**config.mk**
```make
export PLATFORM = sky130hd
export DESIGN_NAME = alu_issue_ctrl_flat
export DESIGN_NICKNAME = d
export VERILOG_FILES = /design/src/rtl/alu_issue_ctrl_if.sv /design/src/rtl/alu_issue_ctrl.sv /design/src/flat_wrapper.sv
export SDC_FILE = /design/constraint.sdc
export NUM_CORES = 1
export LEC_CHECK = 0
export ABC_AREA = 1
export CAP_MARGIN = 15
export CORE_UTILIZATION = 45
export DETAILED_ROUTE_END_ITERATION = 10
export HOLD_SLACK_MARGIN = 0.06
export PLACE_DENSITY = 0.84
export SKIP_CTS_REPAIR_TIMING = 1
export SYNTH_ARGS = -nofsm -noshare
export SYNTH_HDL_FRONTEND = slang
export SYNTH_SLANG_ARGS = --single-unit
```
**constraint.sdc**
```tcl
create_clock -name clk -period 2.93 [get_ports clk]
set_clock_uncertainty 0.05 [all_clocks]
set_input_delay 0.586 -clock clk [delete_from_list [all_inputs] [get_ports clk]]
set_output_delay 0.586 -clock clk [all_outputs]
set_load 0.05 [all_outputs]
```
**src/rtl/alu_issue_ctrl_if.sv**
```systemverilog
// Handshake and datapath bundle between the issue stage, the register file,
// the ALU and write-back for alu_issue_ctrl.
//   slave  : view taken by alu_issue_ctrl
//   master : view taken by the surrounding pipeline / environment
interface alu_issue_ctrl_if;
    localparam int unsigned XLEN = 32;
    localparam int unsigned OP_W = 4;
    localparam int unsigned RA_W = 5;

    logic            Instr_Valid_i;
    logic [XLEN-1:0] Instruction_i;
    logic            Instr_Ready_o;
    logic [XLEN-1:0] Rs1_Data_i;
    logic [XLEN-1:0] Rs2_Data_i;
    logic [OP_W-1:0] ALU_Operation_o;
    logic [XLEN-1:0] A_o;
    logic [XLEN-1:0] B_o;
    logic [XLEN-1:0] ALU_Result_i;
    logic            Zero_i;
    logic            Rd_Write_o;
    logic [RA_W-1:0] Rd_Addr_o;
    logic [XLEN-1:0] Rd_Data_o;
    logic            Zero_o;
    logic            Illegal_o;

    modport slave (
        input  Instr_Valid_i, Instruction_i, Rs1_Data_i, Rs2_Data_i,
               ALU_Result_i, Zero_i,
        output Instr_Ready_o, ALU_Operation_o, A_o, B_o,
               Rd_Write_o, Rd_Addr_o, Rd_Data_o, Zero_o, Illegal_o
    );

    modport master (
        output Instr_Valid_i, Instruction_i, Rs1_Data_i, Rs2_Data_i,
               ALU_Result_i, Zero_i,
        input  Instr_Ready_o, ALU_Operation_o, A_o, B_o,
               Rd_Write_o, Rd_Addr_o, Rd_Data_o, Zero_o, Illegal_o
    );
endinterface

```
**src/rtl/alu_issue_ctrl.sv**
```systemverilog
// Single-issue controller for a small RV32I ALU subset (LUI, ADDI, ORI,
// SLLI, SRLI, SUB). Accepts one instruction at a time, decodes it into ALU
// operands, holds them for EXEC_WAIT cycles, captures the ALU result and
// issues a one-cycle register write-back. Unsupported encodings raise a
// one-cycle Illegal_o pulse instead.
//   clk   : rising-edge clock
//   reset : asynchronous active-low reset
//   bus   : instruction handshake, operand read data, ALU drive/return,
//           write-back and illegal-instruction outputs (all registered)
module alu_issue_ctrl #(
    parameter int unsigned EXEC_WAIT = 1
) (
    input  logic              clk,
    input  logic              reset,
    alu_issue_ctrl_if.slave   bus
);
    localparam int unsigned XLEN  = 32;
    localparam int unsigned OP_W  = 4;
    localparam int unsigned RA_W  = 5;
    localparam int unsigned CNT_W = 4;

    localparam logic [CNT_W-1:0] CNT_RELOAD = CNT_W'(EXEC_WAIT - 1);

    localparam logic [6:0] OPC_LUI = 7'b0110111;
    localparam logic [6:0] OPC_IMM = 7'b0010011;
    localparam logic [6:0] OPC_REG = 7'b0110011;

    localparam logic [OP_W-1:0] ALU_ADD = 4'b0000;
    localparam logic [OP_W-1:0] ALU_SUB = 4'b0001;
    localparam logic [OP_W-1:0] ALU_SRL = 4'b0011;
    localparam logic [OP_W-1:0] ALU_LUI = 4'b1000;
    localparam logic [OP_W-1:0] ALU_OR  = 4'b1001;
    localparam logic [OP_W-1:0] ALU_SLL = 4'b1100;

    typedef enum logic [1:0] {IDLE, EXEC, WB, ERR} state_e;

    state_e          state_q,   state_d;
    logic [CNT_W-1:0] cnt_q,    cnt_d;
    logic            ready_q,   ready_d;
    logic [OP_W-1:0] op_q,      op_d;
    logic [XLEN-1:0] a_q,       a_d;
    logic [XLEN-1:0] b_q,       b_d;
    logic            rd_wr_q,   rd_wr_d;
    logic [RA_W-1:0] rd_addr_q, rd_addr_d;
    logic [XLEN-1:0] rd_data_q, rd_data_d;
    logic            zero_q,    zero_d;
    logic            illegal_q, illegal_d;

    logic            dec_legal_c;
    logic [OP_W-1:0] dec_op_c;
    logic [XLEN-1:0] dec_a_c;
    logic [XLEN-1:0] dec_b_c;

    // Decode of the offered instruction; only consumed on an accept edge.
    always_comb begin
        logic [31:0] instr;
        logic [6:0]  opcode;
        logic [2:0]  funct3;
        logic [6:0]  funct7;
        instr  = bus.Instruction_i;
        opcode = instr[6:0];
        funct3 = instr[14:12];
        funct7 = instr[31:25];

        dec_legal_c = 1'b0;
        dec_op_c    = ALU_ADD;
        dec_a_c     = bus.Rs1_Data_i;
        dec_b_c     = {{20{instr[31]}}, instr[31:20]};

        case (opcode)
            OPC_LUI: begin
                dec_legal_c = 1'b1;
                dec_op_c    = ALU_LUI;
                dec_a_c     = '0;
                dec_b_c     = {12'b0, instr[31:12]};
            end
            OPC_IMM: begin
                case (funct3)
                    3'b000: begin
                        dec_legal_c = 1'b1;
                        dec_op_c    = ALU_ADD;
                    end
                    3'b110: begin
                        dec_legal_c = 1'b1;
                        dec_op_c    = ALU_OR;
                    end
                    3'b001: begin
                        dec_legal_c = (funct7 == 7'b0000000);
                        dec_op_c    = ALU_SLL;
                        dec_b_c     = {27'b0, instr[24:20]};
                    end
                    3'b101: begin
                        // funct7=0100000 (SRAI) is not supported here
                        dec_legal_c = (funct7 == 7'b0000000);
                        dec_op_c    = ALU_SRL;
                        dec_b_c     = {27'b0, instr[24:20]};
                    end
                    default: ;
                endcase
            end
            OPC_REG: begin
                if (funct3 == 3'b000 && funct7 == 7'b0100000) begin
                    dec_legal_c = 1'b1;
                    dec_op_c    = ALU_SUB;
                    dec_b_c     = bus.Rs2_Data_i;
                end
            end
            default: ;
        endcase
    end

    // Next-state and registered-output logic.
    always_comb begin
        state_d   = state_q;
        cnt_d     = cnt_q;
        ready_d   = ready_q;
        op_d      = op_q;
        a_d       = a_q;
        b_d       = b_q;
        rd_wr_d   = 1'b0;
        rd_addr_d = rd_addr_q;
        rd_data_d = rd_data_q;
        zero_d    = zero_q;
        illegal_d = 1'b0;

        case (state_q)
            IDLE: begin
                if (bus.Instr_Valid_i && ready_q) begin
                    cnt_d   = CNT_RELOAD;
                    ready_d = 1'b0;
                    if (dec_legal_c) begin
                        state_d   = EXEC;
                        op_d      = dec_op_c;
                        a_d       = dec_a_c;
                        b_d       = dec_b_c;
                        rd_addr_d = bus.Instruction_i[11:7];
                    end else begin
                        state_d   = ERR;
                        illegal_d = 1'b1;
                    end
                end
            end
            EXEC: begin
                // Counter reaching zero marks the last cycle operands are held.
                if (cnt_q == '0) begin
                    state_d   = WB;
                    rd_data_d = bus.ALU_Result_i;
                    zero_d    = bus.Zero_i;
                    rd_wr_d   = (rd_addr_q != '0);
                end else begin
                    cnt_d = cnt_q - CNT_W'(1);
                end
            end
            WB, ERR: begin
                state_d = IDLE;
                ready_d = 1'b1;
            end
            default: begin
                state_d = IDLE;
                ready_d = 1'b1;
            end
        endcase
    end

    // State and output registers.
    always_ff @(posedge clk or negedge reset) begin
        if (!reset) begin
            state_q   <= IDLE;
            cnt_q     <= '0;
            ready_q   <= 1'b1;
            op_q      <= '0;
            a_q       <= '0;
            b_q       <= '0;
            rd_wr_q   <= 1'b0;
            rd_addr_q <= '0;
            rd_data_q <= '0;
            zero_q    <= 1'b0;
            illegal_q <= 1'b0;
        end else begin
            state_q   <= state_d;
            cnt_q     <= cnt_d;
            ready_q   <= ready_d;
            op_q      <= op_d;
            a_q       <= a_d;
            b_q       <= b_d;
            rd_wr_q   <= rd_wr_d;
            rd_addr_q <= rd_addr_d;
            rd_data_q <= rd_data_d;
            zero_q    <= zero_d;
            illegal_q <= illegal_d;
        end
    end

    assign bus.Instr_Ready_o   = ready_q;
    assign bus.ALU_Operation_o = op_q;
    assign bus.A_o             = a_q;
    assign bus.B_o             = b_q;
    assign bus.Rd_Write_o      = rd_wr_q;
    assign bus.Rd_Addr_o       = rd_addr_q;
    assign bus.Rd_Data_o       = rd_data_q;
    assign bus.Zero_o          = zero_q;
    assign bus.Illegal_o       = illegal_q;
endmodule
```
**src/flat_wrapper.sv**
```systemverilog
// flat-port wrapper written by rule: the top's interface ports become plain ports
module alu_issue_ctrl_flat 
#(
    parameter int unsigned EXEC_WAIT = 1
)
  (clk, reset, bus_Instr_Valid_i, bus_Instruction_i, bus_Rs1_Data_i, bus_Rs2_Data_i, bus_ALU_Result_i, bus_Zero_i, bus_Instr_Ready_o, bus_ALU_Operation_o, bus_A_o, bus_B_o, bus_Rd_Write_o, bus_Rd_Addr_o, bus_Rd_Data_o, bus_Zero_o, bus_Illegal_o);
  alu_issue_ctrl_if bus_i ();
  input  logic clk;
  input  logic reset;
  input wire logic [$bits(bus_i.Instr_Valid_i)-1:0] bus_Instr_Valid_i;
  input wire logic [$bits(bus_i.Instruction_i)-1:0] bus_Instruction_i;
  input wire logic [$bits(bus_i.Rs1_Data_i)-1:0] bus_Rs1_Data_i;
  input wire logic [$bits(bus_i.Rs2_Data_i)-1:0] bus_Rs2_Data_i;
  input wire logic [$bits(bus_i.ALU_Result_i)-1:0] bus_ALU_Result_i;
  input wire logic [$bits(bus_i.Zero_i)-1:0] bus_Zero_i;
  output wire logic [$bits(bus_i.Instr_Ready_o)-1:0] bus_Instr_Ready_o;
  output wire logic [$bits(bus_i.ALU_Operation_o)-1:0] bus_ALU_Operation_o;
  output wire logic [$bits(bus_i.A_o)-1:0] bus_A_o;
  output wire logic [$bits(bus_i.B_o)-1:0] bus_B_o;
  output wire logic [$bits(bus_i.Rd_Write_o)-1:0] bus_Rd_Write_o;
  output wire logic [$bits(bus_i.Rd_Addr_o)-1:0] bus_Rd_Addr_o;
  output wire logic [$bits(bus_i.Rd_Data_o)-1:0] bus_Rd_Data_o;
  output wire logic [$bits(bus_i.Zero_o)-1:0] bus_Zero_o;
  output wire logic [$bits(bus_i.Illegal_o)-1:0] bus_Illegal_o;
  assign bus_i.Instr_Valid_i = bus_Instr_Valid_i;
  assign bus_i.Instruction_i = bus_Instruction_i;
  assign bus_i.Rs1_Data_i = bus_Rs1_Data_i;
  assign bus_i.Rs2_Data_i = bus_Rs2_Data_i;
  assign bus_i.ALU_Result_i = bus_ALU_Result_i;
  assign bus_i.Zero_i = bus_Zero_i;
  assign bus_Instr_Ready_o = bus_i.Instr_Ready_o;
  assign bus_ALU_Operation_o = bus_i.ALU_Operation_o;
  assign bus_A_o = bus_i.A_o;
  assign bus_B_o = bus_i.B_o;
  assign bus_Rd_Write_o = bus_i.Rd_Write_o;
  assign bus_Rd_Addr_o = bus_i.Rd_Addr_o;
  assign bus_Rd_Data_o = bus_i.Rd_Data_o;
  assign bus_Zero_o = bus_i.Zero_o;
  assign bus_Illegal_o = bus_i.Illegal_o;
  alu_issue_ctrl #(.EXEC_WAIT(EXEC_WAIT)) u_core (.clk(clk), .reset(reset), .bus(bus_i));
endmodule
```
==> run summary, run 1 <==
In this run the tightest slew margin relative to its limit is 51.44%. The run gives 400 ps as the clock network latency to the later pin of the worst-skew pair. The clock tree synthesis step divided the H-tree into 4 levels.

The register bit count reported by yosys is 115. TritonCTS built the clock tree. The total nets after synthesis was 754. The checks that failed: DRC.

A synthesized cell averages 8.643 um^2. The count of port buffers added during placement was 240; the count of warnings emitted by yosys was 0. The tools report the number of antenna violations at the first check in global routing as 0. The first detailed-routing pass ran for 8 iterations.

Across every metal layer, demand over resource in global routing totals 27.23%. For this configuration, the core starts out at a cell density of 46.53%. For this run, the register share of the synthesized area comes to 53.72%. The number of distinct library cell variants in the gate-level netlist after synthesis came out at 27.

The first global-routing pass estimated 26.39 mm of wire. The power density over the cells works out to 785.9 nW/um^2. The worst setup path is of the flip-flop to output pin kind. The path class of the tightest hold or removal check is primary input to async pin. From left edge to right edge, the die measures 111.1 um.

The flow ran to the end, but the final reports show violations. The wire-length estimate of the detail-placed layout is 11.65 mm. For this block, the via count after detailed routing is 5302.

The critical path required time came out at 2290 ps. Measured along the y axis, the die boundary spans 111.1 um. The post-detailed-route DRC marker count was 40; the total count of max-transition violations in the final report was 0.

By area the synthesized netlist is led by sky130_fd_sc_hd__dfrtp_1 (53%), sky130_fd_sc_hd__nand2_1 (17%), sky130_fd_sc_hd__mux2_2 (6.9%). The worst endpoint data arrival time was 1750 ps; the via count normalized by instance count was 5.229. Clock-pin slew was measured on the worst setup and hold paths at 60 ps. At the end of the flow the core is filled with cells to 73.47%.

The mapped netlist covers 5359 um^2. The tool flagged a number of max-cap violations equal to 0. The combined buffer and inverter count along the critical path was 1; the final count of negative-setup-slack endpoints was 0. The final number of hold-violating endpoints was 0; the row count was 39.

The slew at the pin closest to its max-slew limit is 728.4 ps. The signal on the critical path passes through clkdlybuf4s50_1. The via count of the first global-routing pass was 5246; the share of the synthesized area in the top cell type was 53.23%.

The detailed router finished its first iteration with 448 violations. Setup repair after global routing left no endpoint under its margin. IR analysis of the VDD net gives a maximum drop of 0.3646 mV.

For this block, the routed nets add up to 16.34 mm of wire. Number of buffers added by the clock tree synthesis step: 17. Of all cell types, the one taking the most synthesized area is sky130_fd_sc_hd__dfrtp_1. Entering global routing, the biggest net connects 58 pins. The ratio of final minimum period to clock period was 81.56%; the highest net fanout along the worst path was 3. The longest clock path from root to sink contains 2 buffers. The core region is 11520 um^2. Grouping stages by cell kind, the critical path spends the most delay in buffers and inverters. The clock drives 115 sinks. The run gives 0 as the antenna violation net count after detailed routing.

The worst setup path is captured at an output pin. In the final design database the tool counted 993 nets. The final weighted congestion in routability-driven placement was 0.8639.

Type of element launching the critical path: a flip-flop. During I/O placement, the number of pins put on the boundary was 241. Adding up every negative setup slack in the final design gives 0 ps.

Compared with the post-synthesis result, the final layout area differs by 57.88%. The delay of the slowest critical-path stage works out to 820 ps. Subtracting the final worst setup slack from the clock period gives 2390 ps. The number of antenna repair diodes was 0.

Timing would allow up to 418.5 MHz. The CTS root buffer was sky130_fd_sc_hd__clkbuf_16. After detailed routing, the average wire length per cell comes to 16.12 um. The fraction of final layout cells sized beyond drive strength 1 was 10.45%. Synthesis produced 620 cells. The sum of overflow across all layers after global routing was 0; the full die area was 12350 um^2.

Summed over all cells, the static leakage comes to 4.062 nW. Cell with the biggest individual delay on the critical path: sky130_fd_sc_hd__clkdlybuf4s50_1. The layout has 847 filler cells.
==> state kept, by name, indices dropped and copies added, names as in the netlist <==
register	flops
u_core.bus.Rd_Write_o	1
u_core.bus.A_o	32
u_core.bus.ALU_Operation_o	4
u_core.bus.Illegal_o	1
u_core.cnt_q	4
u_core.bus.Rd_Data_o	32
u_core.state_q	2
u_core.bus.Zero_o	1
u_core.bus.Rd_Addr_o	5
u_core.bus.Instr_Ready_o	1
u_core.bus.B_o	32
==> report_power, final <==
| part | total, mW | internal, mW | switching, mW | leakage (nW) |
|---|---|---|---|---|
| Sequential | 2.11 | 1.93 | 0.183 | 1.52 |
| Clock | 1.99 | 1.29 | 0.702 | 0.272 |
| Combinational | 2.55 | 0.961 | 1.59 | 2.28 |
| Total | 6.65 | 4.17 | 2.48 | 4.06 |
==> placed cells by master, fill, tap and decap left out, types with 2 or more instances in the layout <==
master | synthesis | final
sky130_fd_sc_hd__nand2_1 | 249 | 249
sky130_fd_sc_hd__clkdlybuf4s50_1 | 0 | 239
sky130_fd_sc_hd__dfrtp_1 | 114 | 114
sky130_fd_sc_hd__nand3_1 | 74 | 74
sky130_fd_sc_hd__nand4_1 | 43 | 43
sky130_fd_sc_hd__mux2_2 | 33 | 33
sky130_fd_sc_hd__inv_1 | 24 | 24
sky130_fd_sc_hd__nor2_1 | 20 | 20
sky130_fd_sc_hd__clkbuf_16 | 0 | 17
sky130_fd_sc_hd__buf_4 | 7 | 16
sky130_fd_sc_hd__nor3_1 | 4 | 4
sky130_fd_sc_hd__inv_2 | 3 | 3
sky130_fd_sc_hd__nand2_2 | 3 | 3
sky130_fd_sc_hd__clkinvlp_4 | 0 | 3
sky130_fd_sc_hd__clkbuf_1 | 13 | 3
sky130_fd_sc_hd__clkinv_2 | 0 | 3
sky130_fd_sc_hd__nor2_4 | 2 | 2
sky130_fd_sc_hd__nor2_2 | 2 | 2
sky130_fd_sc_hd__o21ai_0 | 2 | 2
sky130_fd_sc_hd__ha_1 | 2 | 2
sky130_fd_sc_hd__clkbuf_8 | 0 | 2
sky130_fd_sc_hd__bufinv_16 | 0 | 2
==> cell families after synthesis <==
| family | Yosys count | synth area share [%] |
|---|---|---|
| flops | 115 | 53.72 |
| buf+inv | 63 | 5.253 |
| compound gates | 7 | 1.004 |
| mux | 33 | 6.934 |
| xor+xnor | 2 | 0.3269 |
| simple gates | 398 | 32.29 |
| fa+ha+maj | 2 | 0.4669 |
==> area by class of cell <==
| cell class | count | area, um^2 | share of cell area, % |
|---|---|---|---|
| flip-flops and latches | 115 | 2879 | 34.03 |
| repair buffers | 256 | 2532 | 29.93 |
| multi-input cells | 442 | 2198 | 25.98 |
| clock buffers | 22 | 464.2 | 5.487 |
| well taps | 143 | 178.9 | 2.115 |
| clock inverters | 9 | 106.4 | 1.257 |
| inverters | 27 | 101.3 | 1.198 |
==> layer usage <==
layer	wire length, um	global-route usage, %	vias up	share of wire [%]
li1	-	-	2509	-
met1	6489	33.15	2485	40
met2	8156	47.30	287	50
met3	1461	7.162	21	8.9
met4	236	8.288	0	1.4
met5	0	0	-	0
==> synthesized netlist by cell type <==
cell type and count:
sky130_fd_sc_hd__dfstp_2 1, sky130_fd_sc_hd__nor2_2 2, sky130_fd_sc_hd__a21oi_2 1, sky130_fd_sc_hd__dfrtp_1 114
sky130_fd_sc_hd__inv_2 3, sky130_fd_sc_hd__nor2_1 20, sky130_fd_sc_hd__xor2_1 1, sky130_fd_sc_hd__inv_1 24
sky130_fd_sc_hd__mux2_2 33, sky130_fd_sc_hd__nor3_1 4, sky130_fd_sc_hd__buf_1 1, sky130_fd_sc_hd__nand3b_1 1
sky130_fd_sc_hd__nand3_1 74, sky130_fd_sc_hd__o22ai_1 1, sky130_fd_sc_hd__xnor2_1 1, sky130_fd_sc_hd__a21oi_1 1
sky130_fd_sc_hd__nand2_2 3, sky130_fd_sc_hd__nand4_1 43, sky130_fd_sc_hd__buf_4 7, sky130_fd_sc_hd__clkbuf_1 13
sky130_fd_sc_hd__buf_2 15, sky130_fd_sc_hd__a21oi_4 1, sky130_fd_sc_hd__a22oi_1 1, sky130_fd_sc_hd__nand2_1 249
sky130_fd_sc_hd__o21ai_0 2, sky130_fd_sc_hd__nor2_4 2, sky130_fd_sc_hd__ha_1 2
==> path summary, 6_finish.rpt <==
path	from	endpoint	slack [ps]	depth (start not counted)
setup reg to reg	u_core.bus.Instr_Ready_o	u_core.bus.A_o[5]	1040	5
setup / recovery	u_core.bus.Instr_Ready_o	bus_Instr_Ready_o	540	1
hold reg to reg	u_core.bus.B_o[30]	u_core.bus.B_o[30]	420	2
min in group clk	u_core.bus.B_o[30]	u_core.bus.B_o[30]	420	2
max in group asynchronous	reset	u_core.bus.Instr_Ready_o	1880	2
hold / removal	reset	u_core.bus.B_o[10]	180	1
==> stage by stage <==
| stage | power, mW | instances | cell area [um^2] | setup WS, ps | hold slack [ps] |
|---|---|---|---|---|---|
| after floorplan | 3.699 | 620 | 5359 | 1150 | 240.4 |
| after global placement | 4.607 | 983 | 7890 | 381.1 | 407.4 |
| after detailed placement | 4.680 | 983 | 7890 | 333.6 | 409.0 |
| after CTS | 6.689 | 1014 | 8461 | 527.3 | 197.4 |
| after global routing | 6.900 | 1014 | 8461 | 504.9 | 226.8 |
| final | 6.649 | 1014 | 8461 | 540.3 | 182.8 |
No activity file was read; power rests on OpenSTA's default activity.
==> run 2: changes to the inputs <==
CORE_UTILIZATION = 42   (was 45)
PLACE_DENSITY = 0.79   (was 0.84)
clock period = 2.4 ns   (was 2.93 ns; I/O delays follow)
==> run summary, run 2 (synthesized netlist as in run 1, its figures left out) <==
Fill cells in the final layout number 988. In the final layout, the multi-input gates occupy 2198 um^2. The clock tree synthesis step divided the H-tree into 4 levels.

The cell with the biggest individual delay on the critical path was sky130_fd_sc_hd__clkdlybuf4s50_1. The worst setup path is captured at an output pin. Along the worst path, the maximum fanout reaches 3.

The clock network latency to the later pin of the worst-skew pair was 410 ps. The library cell used most frequently in the layout, excluding fill and tap cells, is sky130_fd_sc_hd__nand2_1. The tools report the number of antenna violations at the first check in global routing as 1. Setup repair after global routing left no endpoint under its margin. The via count is 5315, and the combined buffer and inverter count along the critical path is 1. Setup violations remaining at the end of the flow were counted as 0.

Across the whole layout, storage elements account for 2879 um^2. The initialized floorplan defines 40 standard-cell rows. The tools report the initial DRC count as 316. The first global-routing pass estimated 26.33 mm of wire. The area growth from synthesis to layout is 60.24%. Power spread over the standard cell area amounts to 944.2 nW/um^2. The via count normalized by instance count is 5.072.

The analysis attributes to cell leakage a power of 4.117 nW. Worst hold-check path type: primary input to async pin. Static timing analysis puts the maximum clock frequency at 432.7 MHz. For the critical path required time, the log shows 1870 ps. After layout, the minimum clock period comes to 2311 ps. At the placement stage, the worst setup path has a slack of -25.31 ps. For the final number of hold-violating endpoints, the log shows 0.

For the total wire length after detailed routing, the log shows 16.82 mm. The library cells used most frequently in the layout, excluding fill and tap cells, are sky130_fd_sc_hd__nand2_1 (249), sky130_fd_sc_hd__clkdlybuf4s50_1 (239), sky130_fd_sc_hd__dfrtp_1 (114). For this run, the share of the core covered by cells in the final layout is 70.32%.

For this design, the sink count on the clock tree is 115. The mean routed wirelength per cell was 16.05 um; the full die area was 13210 um^2. The tool flagged a number of max-cap violations equal to 0. Global routing consumed, over all layers together, 26.07% of the routing resources.

The wire-length estimate of the detail-placed layout is 12.18 mm. The longest clock path from root to sink contains 2 buffers. After clock tree synthesis, the clock-pin slew on the worst setup and hold paths is 50 ps. For the worst setup path, the data arrival time is 1780 ps. The first detailed-routing pass ran for 5 iterations. Clock tree synthesis inserted a total of 17 buffers. IR analysis of the VDD net gives a maximum drop of 0.4595 mV. In the final layout, the share of cells above drive strength 1 is 11.38%. On the worst path, the slowest cell contributes a delay of 820 ps. The final weighted congestion in routability-driven placement came out at 0.8907.

Headroom to the max-slew limit came out at 57.80%. By startpoint and endpoint, the worst setup path is classified as flip-flop to output pin. At the pin with the least slew margin, the transition time is 632.9 ps.

The floorplan step set the die height to 115.0 um. Among cell families on the critical path, the largest total delay comes from buffers and inverters. Entering global routing, the biggest net connects 116 pins. In the finished design, the share of the clock period the worst path needs comes to 96.29%. Setup slack on the critical path of the routed design comes to 89.08 ps. TritonCTS built the clock tree. The count of nets left with antenna violations once routing finished came out at 0. The worst setup path is launched from a flip-flop. The via count of the first global-routing pass was 5368; the die width was 115.0 um.

The count of port buffers added during placement was 240. The run finished with clean final reports. The logs give 0 for the post-detailed-route DRC marker count and 12210 um^2 for the placeable core area. The sum of overflow across all layers after global routing came out at 0. Walking the worst path, the cells encountered are clkdlybuf4s50_1. The total count of max-transition violations in the final report is 0. In this run the count of I/O pins placed on the die edge is 241.

For this run, the post-layout net count is 1001. In this run the clock root is driven by a sky130_fd_sc_hd__clkbuf_16. For this configuration, the core starts out at a cell density of 43.88%.
## run 2: cell count changes in the layout (fill, tap and decap cells not counted), sizes merged
cell      before  now
clkbuf        22   23
bufinv         2    1
clkinvlp       3    2
buf           17   25
clkinv         4    5
diode          0    1
## run 2: final timing paths
path | start | endpoint | slack, ps | depth (start not counted)
worst max register to register | u_core.cnt_q[0] | u_core.bus.Rd_Data_o[12] | 700 | 5
worst max-delay path | u_core.bus.Instr_Ready_o | bus_Instr_Ready_o | 90 | 1
worst min register to register | u_core.bus.B_o[31] | u_core.bus.B_o[31] | 420 | 2
min in group clk | u_core.bus.B_o[31] | u_core.bus.B_o[31] | 420 | 2
max in group asynchronous | reset | u_core.bus.Zero_o | 1730 | 2
worst min-delay path | reset | u_core.bus.Rd_Data_o[1] | 60 | 2
## run 2: metal layers
| layer | up-vias | routed length (um) | track usage [%] |
|---|---|---|---|
| met1 | 2510 | 6421 | 29.10 |
| met2 | 243 | 8432 | 45.62 |
| met3 | 29 | 1586 | 8.434 |
| met4 | 0 | 383 | 11.34 |
| li1 | 2533 | - | - |
| met5 | - | 0 | 0 |
## run 2: metrics by stage
| stage | TNS (ps) | power (mW) | cells | instance area [um^2] | hold WS, ps |
|---|---|---|---|---|---|
| floorplan | 0 | 4.516 | 620 | 5359 | 134.4 |
| global placement | 0 | 5.660 | 1016 | 8019 | 404.1 |
| detailed placement | -103.7 | 5.751 | 1016 | 8019 | 415.1 |
| CTS | 0 | 8.158 | 1047 | 8584 | 127.2 |
| global route | 0 | 8.431 | 1048 | 8587 | 121.9 |
| finish | 0 | 8.108 | 1048 | 8587 | 57.35 |
## run 2: layout make-up
class                      count  area share (%)
tap                          168           2.448
sequential                   115           33.53
timing repair buffer         264           30.63
antenna                        1         0.02914
inverter                      27           1.180
multi-input combinational    442           25.60
clock buffer                  23           5.683
clock inverter                 8          0.9034
## run 2: report_power, final
group	internal [mW]	switching [mW]	total, mW
clock network	1.52	0.880	2.40
registers	2.35	0.218	2.57
logic	1.20	1.94	3.14
==> run 3: changes to the inputs <==
SLEW_MARGIN = 40   (was default)
==> results of run 3 <==
Final layout, timing and power as in run 2 (identical DEF).
